<file path="src/rtl/checkers_pkg.sv">
// Shared definitions for the checkers victory path.
//   game_state_t : IDLE=0, PLAY=1, P1_WIN=2, P2_WIN=3 (matches game_state port)
//   PLAYER1/PLAYER2 : encodings used by turn and capture_victim
//   COUNT_W / TIME_W : pawn counter and turn timer widths
package checkers_pkg;

  localparam int unsigned COUNT_W = 4;
  localparam int unsigned TIME_W  = 6;

  localparam logic PLAYER1 = 1'b0;
  localparam logic PLAYER2 = 1'b1;

  typedef enum logic [1:0] {
    ST_IDLE   = 2'd0,
    ST_PLAY   = 2'd1,
    ST_P1_WIN = 2'd2,
    ST_P2_WIN = 2'd3
  } game_state_t;

endpackage

</file>
<file path="src/rtl/turn_timer.sv">
// Per-turn countdown.
//   clk, reset_n : clock, synchronous active-low reset (loads TURN_SECONDS)
//   reload       : load TURN_SECONDS (wins over tick)
//   tick         : once-per-second pulse
//   enable       : counting allowed (game in play, not frozen)
//   time_left    : seconds remaining in the current turn
//   expired      : tick arrived while already at 0 (never when TURN_SECONDS is 0)
module turn_timer
  import checkers_pkg::*;
#(
  parameter int unsigned TURN_SECONDS = 30
) (
  input  logic              clk,
  input  logic              reset_n,
  input  logic              reload,
  input  logic              tick,
  input  logic              enable,
  output logic [TIME_W-1:0] time_left,
  output logic              expired
);

  localparam logic [TIME_W-1:0] RELOAD_VAL = TIME_W'(TURN_SECONDS);

  always_ff @(posedge clk) begin
    if (!reset_n) begin
      time_left <= RELOAD_VAL;
    end else if (reload) begin
      time_left <= RELOAD_VAL;
    end else if (enable && tick && (time_left != '0)) begin
      time_left <= time_left - TIME_W'(1);
    end
  end

  assign expired = enable && tick && (time_left == '0) && (TURN_SECONDS != 0);

endmodule

</file>
<file path="src/rtl/victory_detector.sv">
// Checkers game-state tracker driving the victory screen winner flags.
//   clk, reset_n       : clock, synchronous active-low reset
//   new_game           : restart into PLAY with full reload, Player 1 to move
//   capture_valid      : one pawn captured this cycle, owner on capture_victim
//   move_done          : mover finished; toggles turn and reloads the timer
//   sec_tick           : once-per-second pulse for the turn countdown
//   Player_1_v/_2_v    : registered winner flags, held until new_game
//   p1_count/p2_count  : pawns remaining per player
//   turn               : 0 = Player 1 to move, 1 = Player 2
//   time_left          : seconds left in the current turn
//   game_state         : IDLE/PLAY/P1_WIN/P2_WIN
//   illegal_capture    : one-cycle pulse when a capture of the mover's own pawn is rejected
module victory_detector
  import checkers_pkg::*;
#(
  parameter int unsigned PAWNS        = 12,
  parameter int unsigned TURN_SECONDS = 30
) (
  input  logic                clk,
  input  logic                reset_n,
  input  logic                new_game,
  input  logic                capture_valid,
  input  logic                capture_victim,
  input  logic                move_done,
  input  logic                sec_tick,
  output logic                Player_1_v,
  output logic                Player_2_v,
  output logic [COUNT_W-1:0]  p1_count,
  output logic [COUNT_W-1:0]  p2_count,
  output logic                turn,
  output logic [TIME_W-1:0]   time_left,
  output logic [1:0]          game_state,
  output logic                illegal_capture
);

  localparam logic [COUNT_W-1:0] FULL = COUNT_W'(PAWNS);

  game_state_t        state, state_next;
  logic [COUNT_W-1:0] p1_next, p2_next, victim_count;
  logic               turn_next, illegal_next;
  logic               in_play, legal_cap, win_cap, timeout;
  logic               timer_enable, timer_reload;

  // Decode kept outside the main next-state block so the timer's expired
  // feedback does not form a loop through a single process.
  assign in_play      = (state == ST_PLAY) && !new_game;
  assign legal_cap    = in_play && capture_valid && (capture_victim != turn);
  assign victim_count = (capture_victim == PLAYER2) ? p2_count : p1_count;
  assign win_cap      = legal_cap && (victim_count == COUNT_W'(1));
  // A winning capture freezes the timer even if a tick arrives in the same cycle.
  assign timer_enable = in_play && !win_cap;
  assign timer_reload = new_game || (in_play && !win_cap && !timeout && move_done);

  turn_timer #(
    .TURN_SECONDS (TURN_SECONDS)
  ) u_turn_timer (
    .clk       (clk),
    .reset_n   (reset_n),
    .reload    (timer_reload),
    .tick      (sec_tick),
    .enable    (timer_enable),
    .time_left (time_left),
    .expired   (timeout)
  );

  always_ff @(posedge clk) begin
    if (!reset_n) begin
      state           <= ST_IDLE;
      p1_count        <= FULL;
      p2_count        <= FULL;
      turn            <= PLAYER1;
      illegal_capture <= 1'b0;
      Player_1_v      <= 1'b0;
      Player_2_v      <= 1'b0;
    end else begin
      state           <= state_next;
      p1_count        <= p1_next;
      p2_count        <= p2_next;
      turn            <= turn_next;
      illegal_capture <= illegal_next;
      Player_1_v      <= (state_next == ST_P1_WIN);
      Player_2_v      <= (state_next == ST_P2_WIN);
    end
  end

  always_comb begin
    state_next   = state;
    p1_next      = p1_count;
    p2_next      = p2_count;
    turn_next    = turn;
    illegal_next = 1'b0;

    if (new_game) begin
      state_next = ST_PLAY;
      p1_next    = FULL;
      p2_next    = FULL;
      turn_next  = PLAYER1;
    end else if (state == ST_PLAY) begin
      illegal_next = capture_valid && (capture_victim == turn);
      if (win_cap) begin
        if (capture_victim == PLAYER2) begin
          p2_next    = '0;
          state_next = ST_P1_WIN;
        end else begin
          p1_next    = '0;
          state_next = ST_P2_WIN;
        end
      end else if (timeout) begin
        state_next = (turn == PLAYER2) ? ST_P1_WIN : ST_P2_WIN;
      end else begin
        // Capture is judged against the pre-toggle turn, so both apply together.
        if (legal_cap && (victim_count != '0)) begin
          if (capture_victim == PLAYER2) p2_next = p2_count - COUNT_W'(1);
          else                           p1_next = p1_count - COUNT_W'(1);
        end
        if (move_done) turn_next = ~turn;
      end
    end
  end

  assign game_state = state;

endmodule

</file>
<file path="config.mk">
export PLATFORM = sky130hd
export DESIGN_NAME = victory_detector
export DESIGN_NICKNAME = d
export VERILOG_FILES = /design/src/rtl/checkers_pkg.sv /design/src/rtl/turn_timer.sv /design/src/rtl/victory_detector.sv
export SDC_FILE = /design/constraint.sdc
export NUM_CORES = 1
export LEC_CHECK = 0
export ABC_AREA = 0
export BUFFER_PORTS_ARGS = -buffer_cell sky130_fd_sc_hd__buf_2
export CELL_PAD_IN_SITES_DETAIL_PLACEMENT = 1
export CELL_PAD_IN_SITES_GLOBAL_PLACEMENT = 2
export CORE_ASPECT_RATIO = 1.2
export CORE_MARGIN = 5
export CORE_UTILIZATION = 33
export CTS_CLUSTER_DIAMETER = 60
export DETAILED_ROUTE_END_ITERATION = 10
export GPL_TIMING_DRIVEN = 0
export PLACE_DENSITY_LB_ADDON = 0.1
export SYNTH_ARGS = -nofsm -noshare
export SYNTH_HDL_FRONTEND = slang
export SYNTH_SLANG_ARGS = --single-unit
</file>
<file path="constraint.sdc">
create_clock -name clk -period 5.1 [get_ports clk]
set_input_delay 1.53 -clock clk [delete_from_list [all_inputs] [get_ports clk]]
set_output_delay 1.53 -clock clk [all_outputs]
set_load 0.1 [all_outputs]
</file>
==> flow_metrics.py, run 1 <==
metrics = {
    "status": {
        "status": "complete, no violations",
    },
    "final_layout": {
        "design_area_um2": 1250,
        "drive_gt1_frac": 0.248,
        "final.fill_count": 375,
        "n_antenna_cell": 0,
        "area_delta_synth_final_pct": 19.8,
        "final_common_cell": "buf_2",
        "nets": 153,
        "layout_common_cells": "buf_2 (25), dfxtp_1 (20), nor2_1 (10)",
    },
    "die": {
        "start_util": 0.342,
        "die_h_um": 71.6,
        "core_area_um2": 3060,
        "die_width_um": 61.3,
        "ios": 27,
        "fp-row-count": 22,
        "dieArea_um2": 4390,
    },
    "drt": {
        "vias": 906,
        "dr.pass1.iters": 4,
        "top_layer_used": "met4",
        "detail_route.vias_per_cell": 5.12,
        "wl_met3_um": 114,
        "ant_nets": 0,
        "routed_wirelength_um": 2610,
        "wl_per_cell_um": 14.8,
        "drtIter0Drc": 39,
        "drc_errors": 0,
        "wl_met2_um": 1420,
        "drt-met1-wl_um": 1050,
    },
    "pwr": {
        "finalPower_mw": 0.280,
        "cellPowerDensity_nw_per_um2": 224,
        "p_clk_frac": 0.325,
        "p_leak_nw": 0.523,
        "intPower_mw": 0.210,
        "p_seq_frac": 0.569,
        "irDropWorstVdd_uv": 123,
        "p_sw_mw": 0.0700,
        "power_switching_share": 0.250,
        "power_frac_comb": 0.106,
    },
    "timing": {
        "finalMaxSlewViolations": 0,
        "fmax_ghz": 0.312,
        "finalCritPeriodShare": 0.629,
        "slew-limit-headroom": 0.595,
        "finalWorstPathRequiredPeriod_ns": 3.21,
        "worstMarginPinSlew_ns": 0.607,
        "whs_ns": 0.507,
        "grt_setup_unrepaired": "no",
        "timing.final.ws_setup_ns": 1.89,
        "clock_skew_ns": 0.000842,
        "finalHoldViolations": 0,
        "fin_tns_setup_ns": 0,
        "setup_viol": 0,
    },
    "clock_network": {
        "clock_path_buffers": 2,
        "cts_resized": 0,
        "clk_root_buffer_cell": "clkbuf_4",
        "insertion_delay_ns": 0.29,
        "post-cts-setup-buffers": 0,
        "cts-buffers-inserted": 3,
        "hold_buffers": 0,
        "clkTransAtPathRegs_ns": 0.11,
        "cts_num_sinks": 20,
        "cts_max_level": 1,
        "cts_tree": "done",
    },
    "worst_setup_path": {
        "crit_fanout": 10,
        "slowest_stage": "a2111oi_4",
        "cp.arrival_ns": 3.39,
        "required_ns": 5.28,
        "cp_cell_sequence": "buf_6, or4_4, a2111oi_4, and4b_1, nor2_2, o211ai_1",
        "cp_num_buf_inv": 1,
        "cpPeakStageDelay_ns": 0.65,
        "crit_end": "u_turn_timer.time_left[1]",
        "cp-end-kind": "flop",
        "worst_r2r_startpoint": "p1_count[1]",
        "critPathLaunchType": "primary input",
        "regToRegSetupSlack_ns": 2.78,
        "worstSetupStartpoint": "capture_victim",
        "cp.depth": 6,
        "r2r_cells": 5,
        "timing.rr.end": "u_turn_timer.time_left[1]",
        "crit_family": "simple AND/OR/NAND/NOR gates",
        "setup.worst_path.class": "in2reg",
    },
    "global_routing": {
        "grt_max_degree": 12,
        "grt_pass1_vias": 926,
        "grt_overflow_total": 0,
        "antenna_found_initial": 0,
        "grtUsageTotal": 0.129,
        "grt_pass1_wl_um": 4240,
    },
    "synth": {
        "seq_area_frac_synth": 0.384,
        "yosys_warnings": 0,
        "synth_top_family_by_area": "simple AND/OR/NAND/NOR gates",
        "synth_top_area_frac": 0.384,
        "postSynthCellCount": 112,
        "synthesis.nets": 123,
        "synth_cell_types": 39,
        "synth_flop_cell": "dfxtp_1",
        "synth_edf_count": 0,
        "synthTopCellsByArea": "dfxtp_1 (38%), ha_1 (4.8%), nor2_1 (3.6%)",
        "synth_xor_area_frac": 0.0588,
        "synthAdderAreaFrac": 0.0480,
        "synth.avg_cell_area_um2": 9.32,
        "async_reset_ff_frac": 0,
        "synthesis.area_um2": 1040,
        "synth_area_leader_cell": "dfxtp_1",
        "synth_compound_area_frac": 0.146,
        "ys_seq_elements": 20,
        "synth_mux_area_frac": 0.0288,
        "yosys.area_share.simple": 0.281,
    },
    "placed_design": {
        "dp_hpwl_um": 2070,
        "port_buffers": 25,
        "dpl_cell_area_um2": 1210,
        "dp_slack_ns": 1.52,
        "gp_congestion": 0.687,
    },
    "job": {
        "maxCapViolations": 0,
    },
    "worst_hold_path": {
        "hold_path.class": "reg2reg",
    },
}
[per-stage QoR]
step | instances | util
final | 177 | 0.409
after global routing | 177 | 0.409
after CTS | 177 | 0.409
after detailed placement | 173 | 0.397
after global placement | 173 | 0.397
after floorplan | 112 | -
[routing by layer]
| metal | up-vias | GRT usage |
|---|---|---|
| met2 | 15 | 0.229 |
| met4 | 0 | 0.0566 |
| li1 | 455 | - |
| met5 | - | 0 |
| met3 | 2 | 0.0234 |
| met1 | 434 | 0.143 |
[layout make-up]
class,instances,area [µm²],share of cell area
Timing Repair Buffer,25,125,0.100
Tap cell,36,45.0,0.0360
Buffer,3,26.3,0.0210
Clock buffer,4,36.3,0.0290
Sequential cell,20,400,0.320
Inverter,8,30.0,0.0240
Multi-Input combinational cell,81,587,0.469
[power groups by stage]
stage	registers [mW]	logic, mW	clock network [mW]
2_1_floorplan	0.173	0.0126	0
3_3_place_gp	0.163	0.0297	0
3_5_place_dp	0.163	0.0302	0
4_1_cts	0.159	0.0302	0.0973
5_1_grt	0.160	0.0320	0.104
6_report	0.159	0.0297	0.0909
[kinds of logic after synthesis]
family / Yosys count
adder cells (fa/ha/maj): 4
AO/OA/AOI/OAI: 19
multiplexers: 3
XOR/XNOR: 7
AND/OR/NAND/NOR: 48
flip-flops: 20
buffers and inverters: 11
[worst min-delay path by stage]
stage	from	slack [ns]	depth (start not counted)	to
final	p1_count[3]	0.51	2	p1_count[3]
after global routing	p1_count[3]	0.54	2	p1_count[3]
after CTS	p1_count[3]	0.52	2	p1_count[3]
after detailed placement	p2_count[3]	0.49	1	p2_count[3]
after global placement	p2_count[3]	0.45	1	p2_count[3]
after floorplan	p1_count[1]	0.91	2	p1_count[1]
[cells in the mapped netlist (3+ instances only)]
library cell	count
dfxtp_1	20
nor2_1	10
inv_1	8
nand2_1	8
nor3_1	5
a21oi_1	4
ha_1	4
xnor2_1	4
mux2i_1	3
nor2b_1	3
o211a_1	3
o21ai_1	3
xor2_1	3
[registers in the layout (all words and copies together) (netlist names)]
register,count
p2_count,4
u_turn_timer.time_left,6
Player_1_v,1
Player_2_v,1
illegal_capture,1
game_state,2
turn,1
p1_count,4
[worst reg2reg max path: stages, from the launching register on]
cell and delay (ns):
dfxtp_1 0.36, or4_4 0.56, a2111oi_4 0.65, and4b_1 0.33, nor2_2 0.19, o211ai_1 0.12
Note: power is estimated with default switching activity, not from simulation.
==> run 2, diff against run 1 <==
--- a/config.mk
+++ b/config.mk
@@ -11,7 +11,7 @@
 export CELL_PAD_IN_SITES_GLOBAL_PLACEMENT = 2
 export CORE_ASPECT_RATIO = 1.2
 export CORE_MARGIN = 5
-export CORE_UTILIZATION = 33
+export CORE_UTILIZATION = 30
 export CTS_CLUSTER_DIAMETER = 60
 export DETAILED_ROUTE_END_ITERATION = 10
 export GPL_TIMING_DRIVEN = 0
==> constraint.sdc (replaced) <==
create_clock -name clk -period 3.3 [get_ports clk]
set_input_delay 0.99 -clock clk [delete_from_list [all_inputs] [get_ports clk]]
set_output_delay 0.99 -clock clk [all_outputs]
set_load 0.1 [all_outputs]
==> run 2 against run 1 <==
  * Critical path depth unchanged
  * Combinational power grew 55%
  * Via count increased by 1.3%
  * Final cell count did not move
  * Critical path type unchanged
  * Sequential cell count unchanged
  * Global-route usage is 0.40 points lower
  * Core utilization shrank 3.3 points
  * Clock skew up 0.0039 ns
  * Register-to-register slack got worse by 1.8 ns
  * Largest power group unchanged
  * Sequential power increased by 55%
  * First-iteration DRC count shrank 36%
==> flow_metrics.py, run 2 (same netlist as run 1, synthesis figures left out) <==
metrics = {
    "final_layout": {
        "max_flop_register": "u_turn_timer.time_left",
        "nets": 153,
        "largestRegisters": "u_turn_timer.time_left: 6 flops, p1_count: 4 flops, p2_count: 4 flops",
        "register_area_um2": 400,
        "n_antenna_cell": 0,
        "largest_register_ffs": 6,
        "layout_common_cells": "buf_2 (25), dfxtp_1 (20), nor2_1 (10)",
        "final.fill_count": 412,
        "drive_gt1_frac": 0.243,
        "area_delta_synth_final_pct": 20.4,
        "multi_input_area_um2": 587,
        "final_common_cell": "buf_2",
    },
    "die": {
        "die_h_um": 74.6,
        "core_area_um2": 3340,
        "start_util": 0.313,
        "dieArea_um2": 4760,
        "fp-row-count": 23,
        "ios": 27,
        "die_width_um": 63.8,
    },
    "clock_network": {
        "hold_buffers": 0,
        "insertion_delay_ns": 0.26,
        "cts_tree": "done",
        "cts_resized": 0,
        "post-cts-setup-buffers": 0,
        "clk_root_buffer_cell": "clkbuf_8",
        "cts-buffers-inserted": 3,
        "cts_max_level": 1,
        "clkTransAtPathRegs_ns": 0.07,
        "clock_path_buffers": 2,
        "cts_num_sinks": 20,
    },
    "worst_setup_path": {
        "slowest_stage": "a2111oi_4",
        "regToRegSetupSlack_ns": 0.99,
        "cp.arrival_ns": 2.85,
        "crit_fanout": 10,
        "cp_cell_sequence": "buf_6, or4_4, a2111oi_4, and4b_1, nor2_2, o211ai_1",
        "crit_family": "simple AND/OR/NAND/NOR gates",
        "worst_r2r_startpoint": "p1_count[1]",
        "critPathLaunchType": "primary input",
        "timing.rr.end": "u_turn_timer.time_left[1]",
        "r2r_cells": 5,
        "cp_num_buf_inv": 1,
        "setup.worst_path.class": "in2reg",
        "cp-end-kind": "flop",
        "cpPeakStageDelay_ns": 0.66,
        "required_ns": 3.44,
    },
    "worst_hold_path": {
        "min_delay_path_depth": 2,
        "hold_path.class": "reg2reg",
        "whs_endpoint": "p1_count[3]",
        "hp-start": "p1_count[3]",
    },
    "drt": {
        "drtIter0Drc": 25,
        "dr.pass1.iters": 3,
        "routed_wirelength_um": 2640,
        "vias": 918,
        "drc_errors": 0,
        "ant_nets": 0,
        "wl_per_cell_um": 14.9,
        "detail_route.vias_per_cell": 5.19,
    },
    "global_routing": {
        "grt_overflow_total": 0,
        "grt_max_degree": 11,
        "antenna_found_initial": 0,
        "grt_pass1_wl_um": 4690,
        "grtUsageTotal": 0.125,
        "grt_pass1_vias": 1000,
    },
    "timing": {
        "fin_tns_setup_ns": 0,
        "finalCritPeriodShare": 0.820,
        "grt_setup_unrepaired": "no",
        "clock_skew_ns": 0.00472,
        "slew-limit-headroom": 0.587,
        "whs_ns": 0.487,
        "finalWorstPathRequiredPeriod_ns": 2.71,
        "worstMarginPinSlew_ns": 0.619,
        "setup_viol": 0,
        "finalMaxSlewViolations": 0,
        "fmax_ghz": 0.369,
        "finalHoldViolations": 0,
    },
    "status": {
        "status": "complete, no violations",
    },
    "placed_design": {
        "dp_hpwl_um": 2080,
        "port_buffers": 25,
        "gp_congestion": 0.693,
    },
    "pwr": {
        "cellPowerDensity_nw_per_um2": 362,
        "irDropWorstVdd_uv": 187,
        "finalPower_mw": 0.454,
        "p_leak_nw": 0.524,
    },
    "job": {
        "maxCapViolations": 0,
    },
}
run 2: cell types whose count changed in the layout (fill, tap and decap cells not counted):
cell,delta
clkbuf_8,+2
clkbuf_4,-3
run 2: worst max path at each step:
stage                   startpoint                   endpoint  depth (start not counted)
detailed placement  capture_victim  u_turn_timer.time_left[1]                          6
global placement    capture_victim  u_turn_timer.time_left[1]                          6
CTS                 capture_victim  u_turn_timer.time_left[1]                          6
global route        capture_victim  u_turn_timer.time_left[1]                          6
finish              capture_victim  u_turn_timer.time_left[1]                          6
floorplan           capture_victim                p2_count[2]                          6
run 2: tightest hold or removal path, cell delays in order (launching register included):
cell     delay (ns)
dfxtp_1        0.32
o21ai_1        0.07
nand2_1        0.05
run 2: per-layer routing:
metal / GRT usage / routed length [µm] / vias up
li1: - / - / 452
met1: 0.152 / 1180 / 442
met2: 0.216 / 1300 / 19
met3: 0.0242 / 115 / 5
met4: 0.0485 / 49 / 0
met5: 0 / 0 / -
run 2: stage by stage:
| stage | setup WS, ns | std cells | util | instance area, µm² |
|---|---|---|---|---|
| CTS | 0.561 | 177 | 0.376 | 1260 |
| global placement | 0.300 | 174 | 0.364 | 1210 |
| floorplan | 0.527 | 112 | - | 1040 |
| detailed placement | 0.278 | 174 | 0.364 | 1210 |
| finish | 0.593 | 177 | 0.376 | 1260 |
| global route | 0.434 | 177 | 0.376 | 1260 |
run 2: area by class of cell:
type	instances	area share
Sequential cell	20	0.319
Multi-Input combinational cell	81	0.467
Buffer	3	0.0209
Inverter	8	0.0239
Timing Repair Buffer	25	0.0996
Clock buffer	3	0.0329
Tap cell	37	0.0369
run 2: where the power goes:
group | total [mW] | switching, mW | internal (mW)
clock | 0.162 | 0.0808 | 0.0814
combinational | 0.0459 | 0.0322 | 0.0137
sequential | 0.246 | 0.00278 | 0.243
total | 0.454 | 0.116 | 0.338
